--- src/rtl/mul_seq.sv ---
// mul_seq: iterative radix-2 shift-add multiplier for MUL / UMULL / SMULL.
// Signed operands are reduced to magnitudes on start; the sign is re-applied
// once, in FIX, so the RUN datapath is purely unsigned.
//
//   state | meaning
//   ------+-----------------------------------------------------------
//   IDLE  | waiting for start
//   RUN   | one shift-add step per cycle, WIDTH steps
//   FIX   | apply sign, load result words and flags
//   DONE  | done pulse; start accepted here for back-to-back operation
module mul_seq #(
  parameter int WIDTH = 32
) (
  input  logic             clk,
  input  logic             reset,
  input  logic             start,
  input  logic [1:0]       op,
  input  logic [WIDTH-1:0] a,
  input  logic [WIDTH-1:0] b,
  output logic             busy,
  output logic             done,
  output logic [WIDTH-1:0] Result32,
  output logic [WIDTH-1:0] Result64,
  output logic [1:0]       MulFlags
);

  localparam int CW = (WIDTH > 1) ? $clog2(WIDTH) : 1;

  typedef enum logic [1:0] {
    S_IDLE = 2'd0,
    S_RUN  = 2'd1,
    S_FIX  = 2'd2,
    S_DONE = 2'd3
  } state_t;

  state_t             state_q, state_d;
  logic [1:0]         op_q, op_d;
  logic               neg_q, neg_d;
  logic [WIDTH-1:0]   mcand_q, mcand_d;
  logic [WIDTH-1:0]   mplier_q, mplier_d;
  logic [2*WIDTH-1:0] acc_q, acc_d;
  logic [CW-1:0]      count_q, count_d;
  logic               busy_q, busy_d;
  logic               done_q, done_d;
  logic [WIDTH-1:0]   r32_q, r32_d;
  logic [WIDTH-1:0]   r64_q, r64_d;
  logic [1:0]         flags_q, flags_d;

  logic               signed_op;
  logic [WIDTH-1:0]   a_mag;
  logic [WIDTH-1:0]   b_mag;
  logic [WIDTH:0]     step_sum;
  logic [2*WIDTH-1:0] prod_fix;
  logic               flag_n;
  logic               flag_z;

  // Operand magnitudes, one shift-add step and the sign-corrected product.
  always_comb begin
    signed_op = (op == 2'b10);
    // -2^(W-1) negates to itself, which read as unsigned is the right magnitude.
    a_mag     = (signed_op && a[WIDTH-1]) ? (~a + WIDTH'(1)) : a;
    b_mag     = (signed_op && b[WIDTH-1]) ? (~b + WIDTH'(1)) : b;
    step_sum  = {1'b0, acc_q[2*WIDTH-1:WIDTH]}
              + {1'b0, (mplier_q[0] ? mcand_q : {WIDTH{1'b0}})};
    prod_fix  = neg_q ? (~acc_q + (2*WIDTH)'(1)) : acc_q;
    if (op_q == 2'b00) begin
      flag_n = prod_fix[WIDTH-1];
      flag_z = (prod_fix[WIDTH-1:0] == {WIDTH{1'b0}});
    end else begin
      flag_n = prod_fix[2*WIDTH-1];
      flag_z = (prod_fix == {(2*WIDTH){1'b0}});
    end
  end

  // Next-state and datapath update for the sequencer.
  always_comb begin
    state_d  = state_q;
    op_d     = op_q;
    neg_d    = neg_q;
    mcand_d  = mcand_q;
    mplier_d = mplier_q;
    acc_d    = acc_q;
    count_d  = count_q;
    r32_d    = r32_q;
    r64_d    = r64_q;
    flags_d  = flags_q;

    case (state_q)
      S_IDLE, S_DONE: begin
        if (start) begin
          state_d  = S_RUN;
          op_d     = op;
          mcand_d  = a_mag;
          mplier_d = b_mag;
          neg_d    = signed_op & (a[WIDTH-1] ^ b[WIDTH-1]);
          acc_d    = '0;
          count_d  = '0;
        end else begin
          state_d = S_IDLE;
        end
      end
      S_RUN: begin
        // Carry out of the upper-half add becomes the new MSB after the shift.
        acc_d    = {step_sum, acc_q[WIDTH-1:1]};
        mplier_d = mplier_q >> 1;
        count_d  = count_q + CW'(1);
        if (count_q == CW'(WIDTH - 1)) begin
          state_d = S_FIX;
        end
      end
      S_FIX: begin
        r32_d   = prod_fix[WIDTH-1:0];
        r64_d   = prod_fix[2*WIDTH-1:WIDTH];
        flags_d = {flag_n, flag_z};
        state_d = S_DONE;
      end
      default: state_d = S_IDLE;
    endcase

    busy_d = (state_d == S_RUN) || (state_d == S_FIX);
    done_d = (state_d == S_DONE);
  end

  // State, datapath and registered outputs; reset clears everything at once.
  always_ff @(posedge clk or negedge reset) begin
    if (!reset) begin
      state_q  <= S_IDLE;
      op_q     <= '0;
      neg_q    <= 1'b0;
      mcand_q  <= '0;
      mplier_q <= '0;
      acc_q    <= '0;
      count_q  <= '0;
      busy_q   <= 1'b0;
      done_q   <= 1'b0;
      r32_q    <= '0;
      r64_q    <= '0;
      flags_q  <= '0;
    end else begin
      state_q  <= state_d;
      op_q     <= op_d;
      neg_q    <= neg_d;
      mcand_q  <= mcand_d;
      mplier_q <= mplier_d;
      acc_q    <= acc_d;
      count_q  <= count_d;
      busy_q   <= busy_d;
      done_q   <= done_d;
      r32_q    <= r32_d;
      r64_q    <= r64_d;
      flags_q  <= flags_d;
    end
  end

  assign busy     = busy_q;
  assign done     = done_q;
  assign Result32 = r32_q;
  assign Result64 = r64_q;
  assign MulFlags = flags_q;

endmodule

--- config.mk ---
export PLATFORM = sky130hd
export DESIGN_NAME = mul_seq
export DESIGN_NICKNAME = d
export VERILOG_FILES = /design/src/rtl/mul_seq.sv
export SDC_FILE = /design/constraint.sdc
export NUM_CORES = 1
export LEC_CHECK = 0
export BUFFER_PORTS_ARGS = -buffer_cell sky130_fd_sc_hd__clkbuf_2
export CAP_MARGIN = 5
export CELL_PAD_IN_SITES_DETAIL_PLACEMENT = 0
export CELL_PAD_IN_SITES_GLOBAL_PLACEMENT = 1
export CORE_ASPECT_RATIO = 0.75
export CORE_MARGIN = 2
export CORE_UTILIZATION = 43
export CTS_CLUSTER_DIAMETER = 150
export DETAILED_ROUTE_END_ITERATION = 10
export PLACE_DENSITY = 0.75
export SLEW_MARGIN = 20
export SYNTH_ARGS = -nofsm -noshare
export SYNTH_HDL_FRONTEND = slang
export SYNTH_SLANG_ARGS = --single-unit
--- constraint.sdc ---
create_clock -name clk -period 8.1 [get_ports clk]
set_input_delay 1.62 -clock clk [delete_from_list [all_inputs] [get_ports clk]]
set_output_delay 1.62 -clock clk [all_outputs]
set_load 0.05 [all_outputs]
==> key figures, run 1 <==
STA
  – Final worst setup slack: between 3000 and 4000 ps
  – Max Freq: 0.235 GHz
  – Hold slack: roughly 470 ps
  – Min Tclk post-route: between 4000 and 5000 ps
  – Slew Viols, Final: 0
  – Hold Vio Cnt, Final: 0
  – Worst Skew: about 10 ps
  – Slew margin rel.: 28.6%
  – Final setup violation count: 0
  – Crit share post-route: 52.5%
  – RSZ-0062 raised after global routing: no
  – Worst slew pin tran: 1070 ps
  – Final TNS setup: 0 ps

Pwr
  – Cell-internal power: 2.59 mW
  – Peak supply drop: just over 0.0002 V
  – Pwr per Cell Area: ~300 mW/mm²
  – Switching Share: a little over two fifths
  – Psw: just under 2 mW
  – Reg power frac: 33.5%
  – Combinational share of power: 42.7%
  – P_leak: approximately 7 nW
  – Clk pwr share: 23.8%

Clocking
  – Max H-tree Level: 1
  – Root buf cell: clkbuf_16
  – TritonCTS clock tree: built
  – Setup bufs post-CTS: 0
  – Cts bufs inserted: 24
  – Clk pin slew, worst setup/hold paths: 60 ps
  – Hold_buf cts: 0
  – Clk sinks: 206
  – Clock Latency Late Sink: between 500 and 600 ps
  – Post_cts resized: 0
  – Clk buf depth: 3

Detailed routing
  – DR vias: roughly 11,000
  – DR vias/cell: approximately 5.5
  – WL per Instance: around 17 µm
  – Antenna-violating nets left: 0
  – Starting DRT DRC Count: 803
  – Drt pass-1 iters: 5
  – DRC errors left: 0
  – Wirelength, routed: around 36,000 µm

Synthesis
  – Mapped Avg Cell Area: between 8 and 9 µm²
  – Post-Syn Nets: 1,722
  – Ys flop type: dfrtp_1
  – Synth cell types: around 80
  – Register area share after synthesis: between 30 and 40%
  – Post-synth EDFFs: 0
  – Yosys reg bits: 206
  – Syn Inst Count: 1,611
  – Yosys warns: 0
  – Post-Syn Area: between 0.01 and 0.015 mm²
  – Post-synth ARST share: between 90% and 100%

Hold path
  – Hold WC Path Type: reg -> reg
  – Hold Startpoint: mcand_q[13]

Setup path
  – Reg-to-Reg Start: mplier_q[0]
  – Crit path launch: mplier_q[0]
  – CP required: 8460 ps
  – Worst Path Arrival: 4610 ps
  – CP Class: reg -> reg
  – Critical path peak fanout: 33
  – CP startpoint kind: flip-flop
  – Reg-to-reg slack, setup: approximately 3800 ps
  – Setup crit end kind: flip-flop

Die
  – DIE AREA: between 0.03 and 0.04 mm²
  – Core area: just over 0.03 mm²
  – Die H: 157 µm
  – Initial Utilization: between 40% and 50%
  – Rows: 55
  – Ports: between 100 and 150
  – Die W: between 200 and 250 µm

Place
  – Post-place setup slack: ~3700 ps
  – Detailed placement HPWL: 25,900 µm
  – Placed Area: between 0.01 and 0.015 mm²
  – IO Port Bufs: about 140
  – Placer Congestion: 0.925

Flow run
  – Maxcap violations: 0

Final layout
  – Nets: about 1,800
  – Fillcell total: approximately 3,000
  – Design area: about 0.015 mm²
  – Layout cell share with drive strength beyond 1: between 10% and 20%
  – Area growth, synth to finish: 12.1%
  – Register area: approximately 0.0052 mm²
  – Final Core Density: about half
  – Most frequent cells in the layout: nand2_1 (226), dfrtp_1 (205), o21ai_0 (147), a21oi_1 (147)
  – Commonest non-fill, non-tap cell in the layout: nand2_1
  – Multi-input combinational cell area: ~0.0076 mm²

Global routing
  – Largest net degree at the start of global routing: 102
  – Vias in the first global route: 10,664
  – GR peak layer: met1
  – Tot GR Track Use: between 20% and 30%
  – GR Layer Usage met3: around 2.9%
  – Initial antenna violation count: 0
  – Met1 Use GR: 36.6%
  – First-pass GRT wire length: between 50,000 and 60,000 µm
  – Met2 Usage GRT: 30.0%
  – GR Overflow Total: 0

Run status
  – Status: complete, no violations
[flip-flops by register name, summed over array words and instances, names as in the netlist]
signal,cells
mcand_q,32
neg_q,1
count_q,5
acc_q,64
MulFlags,2
Result64,32
mplier_q,32
Result32,32
done,1
op_q,2
busy,1
state_q,2
[metal layers]
| metal | wire length, µm | up-vias |
|---|---|---|
| li1 | - | 5778 |
| met1 | 19400 | 5384 |
| met2 | 13900 | 294 |
| met3 | 1860 | 41 |
| met4 | 646 | 0 |
| met5 | 0 | - |
[power by group through the flow]
| stage | registers (mW) | clock network, mW | logic (mW) |
|---|---|---|---|
| after global routing | 1.55 | 1.14 | 2.16 |
| final | 1.52 | 1.08 | 1.93 |
| after floorplan | 1.40 | 0 | 1.49 |
| after global placement | 1.53 | 0 | 1.90 |
| after CTS | 1.52 | 1.11 | 1.93 |
| after detailed placement | 1.53 | 0 | 1.92 |
[through the flow]
step           total power, mW  cells
4_1_cts                   4.55   2083
5_1_grt                   4.86   2083
3_5_place_dp              3.46   2043
6_report                  4.53   2084
2_1_floorplan             2.90   1611
3_3_place_gp              3.43   2043
[critical path, cell delays in order (launching register included)]
cell and delay, ps:
dfrtp_1 790, and2_1 240, ha_1 170, inv_1 50
fa_1 390, nor2b_1 160, nor3_1 60, o21a_1 230
o311ai_0 910, o41ai_1 190, a21oi_1 400, a41o_1 290
xnor2_1 120, o21ai_0 80
[path summary, 6_finish.rpt]
path | endpoint | cells past startpoint
worst max-delay path | acc_q[61] | 13
worst min-delay path | mcand_q[13] | 2
worst max register to register | acc_q[61] | 13
worst min register to register | mcand_q[13] | 2
max in group asynchronous | neg_q | 2
min in group asynchronous | Result32[15] | 1
[cells in the mapped netlist (13+ instances only)]
| cell type | instances | area share, % |
|---|---|---|
| nand2_1 | 226 | 6.4 |
| dfrtp_1 | 206 | 39 |
| a21oi_1 | 147 | 5.5 |
| o21ai_0 | 147 | 5.5 |
| nor2_1 | 136 | 3.8 |
| clkbuf_1 | 94 | 2.6 |
| xor2_1 | 81 | 5.3 |
| xnor2_1 | 68 | 4.5 |
| nand3_1 | 57 | 2.1 |
| ha_1 | 41 | 3.8 |
| and2_1 | 39 | 1.8 |
| inv_1 | 37 | 1.0 |
| nor3_1 | 35 | 1.3 |
| o31ai_1 | 26 | 1.5 |
| a21o_1 | 22 | 1.2 |
| nor4_1 | 17 | 0.80 |
| a31oi_1 | 16 | 0.75 |
| mux2_2 | 16 | 1.3 |
| nand4_1 | 15 | 0.70 |
| or3_1 | 14 | 0.66 |
| nand2b_1 | 13 | 0.61 |
| o41ai_1 | 13 | 0.85 |
[kinds of logic (layout without fill, tap and decap cells)]
| kind of cell | Yosys count | after routing | share of synthesized area [%] |
|---|---|---|---|
| fa+ha+maj | 42 | 42 | 3.99 |
| other cells | 0 | 1 | 0 |
| flops | 206 | 206 | 38.6 |
| buf+inv | 148 | 221 | 4.40 |
| simple gates | 613 | 613 | 22.2 |
| compound gates | 432 | 432 | 19.3 |
| xor+xnor | 149 | 149 | 9.78 |
| mux | 21 | 21 | 1.73 |
[layout make-up]
| type | instances | share of cell area, % |
|---|---|---|
| multi-input combinational | 1257 | 51.1 |
| sequential | 206 | 34.5 |
| timing repair buffer | 143 | 4.96 |
| clock buffer | 30 | 4.44 |
| tap | 399 | 3.34 |
| inverter | 38 | 0.954 |
| clock inverter | 10 | 0.728 |
| antenna | 1 | 0.0167 |
(Power assumes the default switching activity.)
==> run 2: changes to the inputs <==
==> constraint.sdc (replaced) <==
create_clock -name clk -period 4 [get_ports clk]
set_input_delay 0.8 -clock clk [delete_from_list [all_inputs] [get_ports clk]]
set_output_delay 0.8 -clock clk [all_outputs]
set_load 0.05 [all_outputs]
==> key figures, run 2 (synthesis results as in run 1) <==
Global routing
  – First-pass GRT wire length: between 50,000 and 60,000 µm
  – Vias in the first global route: roughly 11,000
  – Initial antenna violation count: 2
  – GR Overflow Total: 0
  – Largest net degree at the start of global routing: 94
  – Tot GR Track Use: 22.1%

Clocking
  – TritonCTS clock tree: built
  – Clk sinks: slightly above 200
  – Clock Latency Late Sink: a little over 500 ps
  – Clk buf depth: 3
  – Root buf cell: clkbuf_16
  – Max H-tree Level: 1
  – Cts bufs inserted: 23
  – Setup bufs post-CTS: 0
  – Clk pin slew, worst setup/hold paths: about 60 ps

STA
  – Final worst setup slack: about 370 ps
  – Hold slack: approximately 340 ps
  – Worst slew pin tran: roughly 870 ps
  – Slew margin rel.: 42.2%
  – Hold Vio Cnt, Final: 0
  – Final setup violation count: 0
  – Final TNS setup: 0 ps
  – Min Tclk post-route: around 3600 ps
  – RSZ-0062 raised after global routing: no
  – Max Freq: approximately 0.28 GHz
  – Slew Viols, Final: 0
  – Crit share post-route: between 90% and 100%
  – Worst Skew: 9.08 ps

Final layout
  – Biggest register: acc_q
  – Largest register FFs: between 60 and 70
  – Fillcell total: between 2,000 and 3,000
  – Commonest non-fill, non-tap cell in the layout: nand2_1
  – Most frequent cells in the layout: nand2_1 (226), dfrtp_1 (204), o21ai_0 (147), a21oi_1 (147)
  – Layout cell share with drive strength beyond 1: 14.4%
  – Area growth, synth to finish: 13.5%
  – Nets: between 1,500 and 2,000

Die
  – Die H: between 150 and 200 µm
  – Die W: approximately 210 µm
  – Rows: 55
  – Ports: around 140
  – Core area: just over 0.03 mm²
  – Initial Utilization: ~44%
  – DIE AREA: roughly 0.032 mm²

Run status
  – Status: complete, no violations

Flow run
  – Maxcap violations: 0

Place
  – Detailed placement HPWL: between 20,000 and 30,000 µm
  – Post-place setup slack: ~190 ps
  – Placer Congestion: slightly above 0.9
  – IO Port Bufs: ~140

Pwr
  – Tot Pwr: roughly 9.3 mW
  – Pwr per Cell Area: ~610 mW/mm²
  – P_leak: between 7 and 8 nW
  – Peak supply drop: roughly 0.00037 V

Detailed routing
  – DRC errors left: 0
  – Drt pass-1 iters: 5
  – WL per Instance: around 17 µm
  – Starting DRT DRC Count: approximately 970
  – DR vias/cell: roughly 5.5
  – Antenna-violating nets left: 0
  – DR vias: about 12,000
  – Wirelength, routed: about 36,000 µm

Setup path
  – CP startpoint kind: flip-flop
  – Critical path peak fanout: 33
  – CP Class: reg -> reg
  – Worst R2R Path Depth: 15
  – Setup crit end kind: flip-flop
  – Worst Path Arrival: around 4000 ps
  – CP required: 4390 ps

Hold path
  – Hold WC Path Type: in -> async
run 2: final timing paths:
| path | from | slack, ps | end |
|---|---|---|---|
| worst max-delay path | mplier_q[0] | 370 | acc_q[63] |
| max in group asynchronous | reset | 2570 | mplier_q[0] |
| min in group clk | count_q[4] | 470 | count_q[4] |
| worst min-delay path | reset | 340 | Result32[14] |
| worst max register to register | mplier_q[0] | 370 | acc_q[63] |
| worst min register to register | count_q[4] | 470 | count_q[4] |
run 2: metal layers:
metal  vias up  share of wire, %  wire [µm]  GRT usage, %
met5         -                 0          0             0
met4         0               1.9        692          4.52
met3        39               6.0       2160          3.03
met2       308                38      13700          29.7
met1      5394                54      19500          36.6
li1       5807                 -          -             -
run 2: layout make-up:
type                            instances  area [µm²]  share of cell area, %
Timing Repair Buffer                  166         940                   6.20
Antenna cell                            1        2.50                 0.0165
Tap cell                              399         499                   3.30
Multi-Input combinational cell       1257        7640                   50.4
Inverter                               38         143                  0.942
Clock inverter                          6         133                  0.876
Clock buffer                           30         632                   4.17
Sequential cell                       206        5160                   34.1
run 2: critical path: stages (launching register included):
cell	delay, ps
dfrtp_2	580
and2_1	230
ha_1	190
inv_1	70
fa_1	190
nor2b_1	70
nor3_1	130
o21a_1	260
o311ai_0	200
buf_4	190
o41ai_1	380
a21oi_1	130
buf_4	180
a41o_1	240
a2111oi_0	390
a21oi_1	70
run 2: report_power, final:
part           switching (mW)  internal [mW]
sequential              0.550           2.55
clock                   0.839           1.35
combinational            2.52           1.47
run 2: what timing repair did:
item | CTS | global route
resized for setup | 0 | 1
hold buffers | 0 | 0
setup endpoints to repair | 0 | 4
endpoints found under the hold margin | 0 | 0
run 2: per-stage QoR:
| step | instances | area, µm² | utilization (%) |
|---|---|---|---|
| global placement | 2066 | 14400 | 47.4 |
| CTS | 2102 | 15100 | 49.9 |
| floorplan | 1611 | 13300 | - |
| finish | 2103 | 15100 | 49.9 |
| detailed placement | 2066 | 14400 | 47.4 |
| global route | 2102 | 15100 | 49.9 |
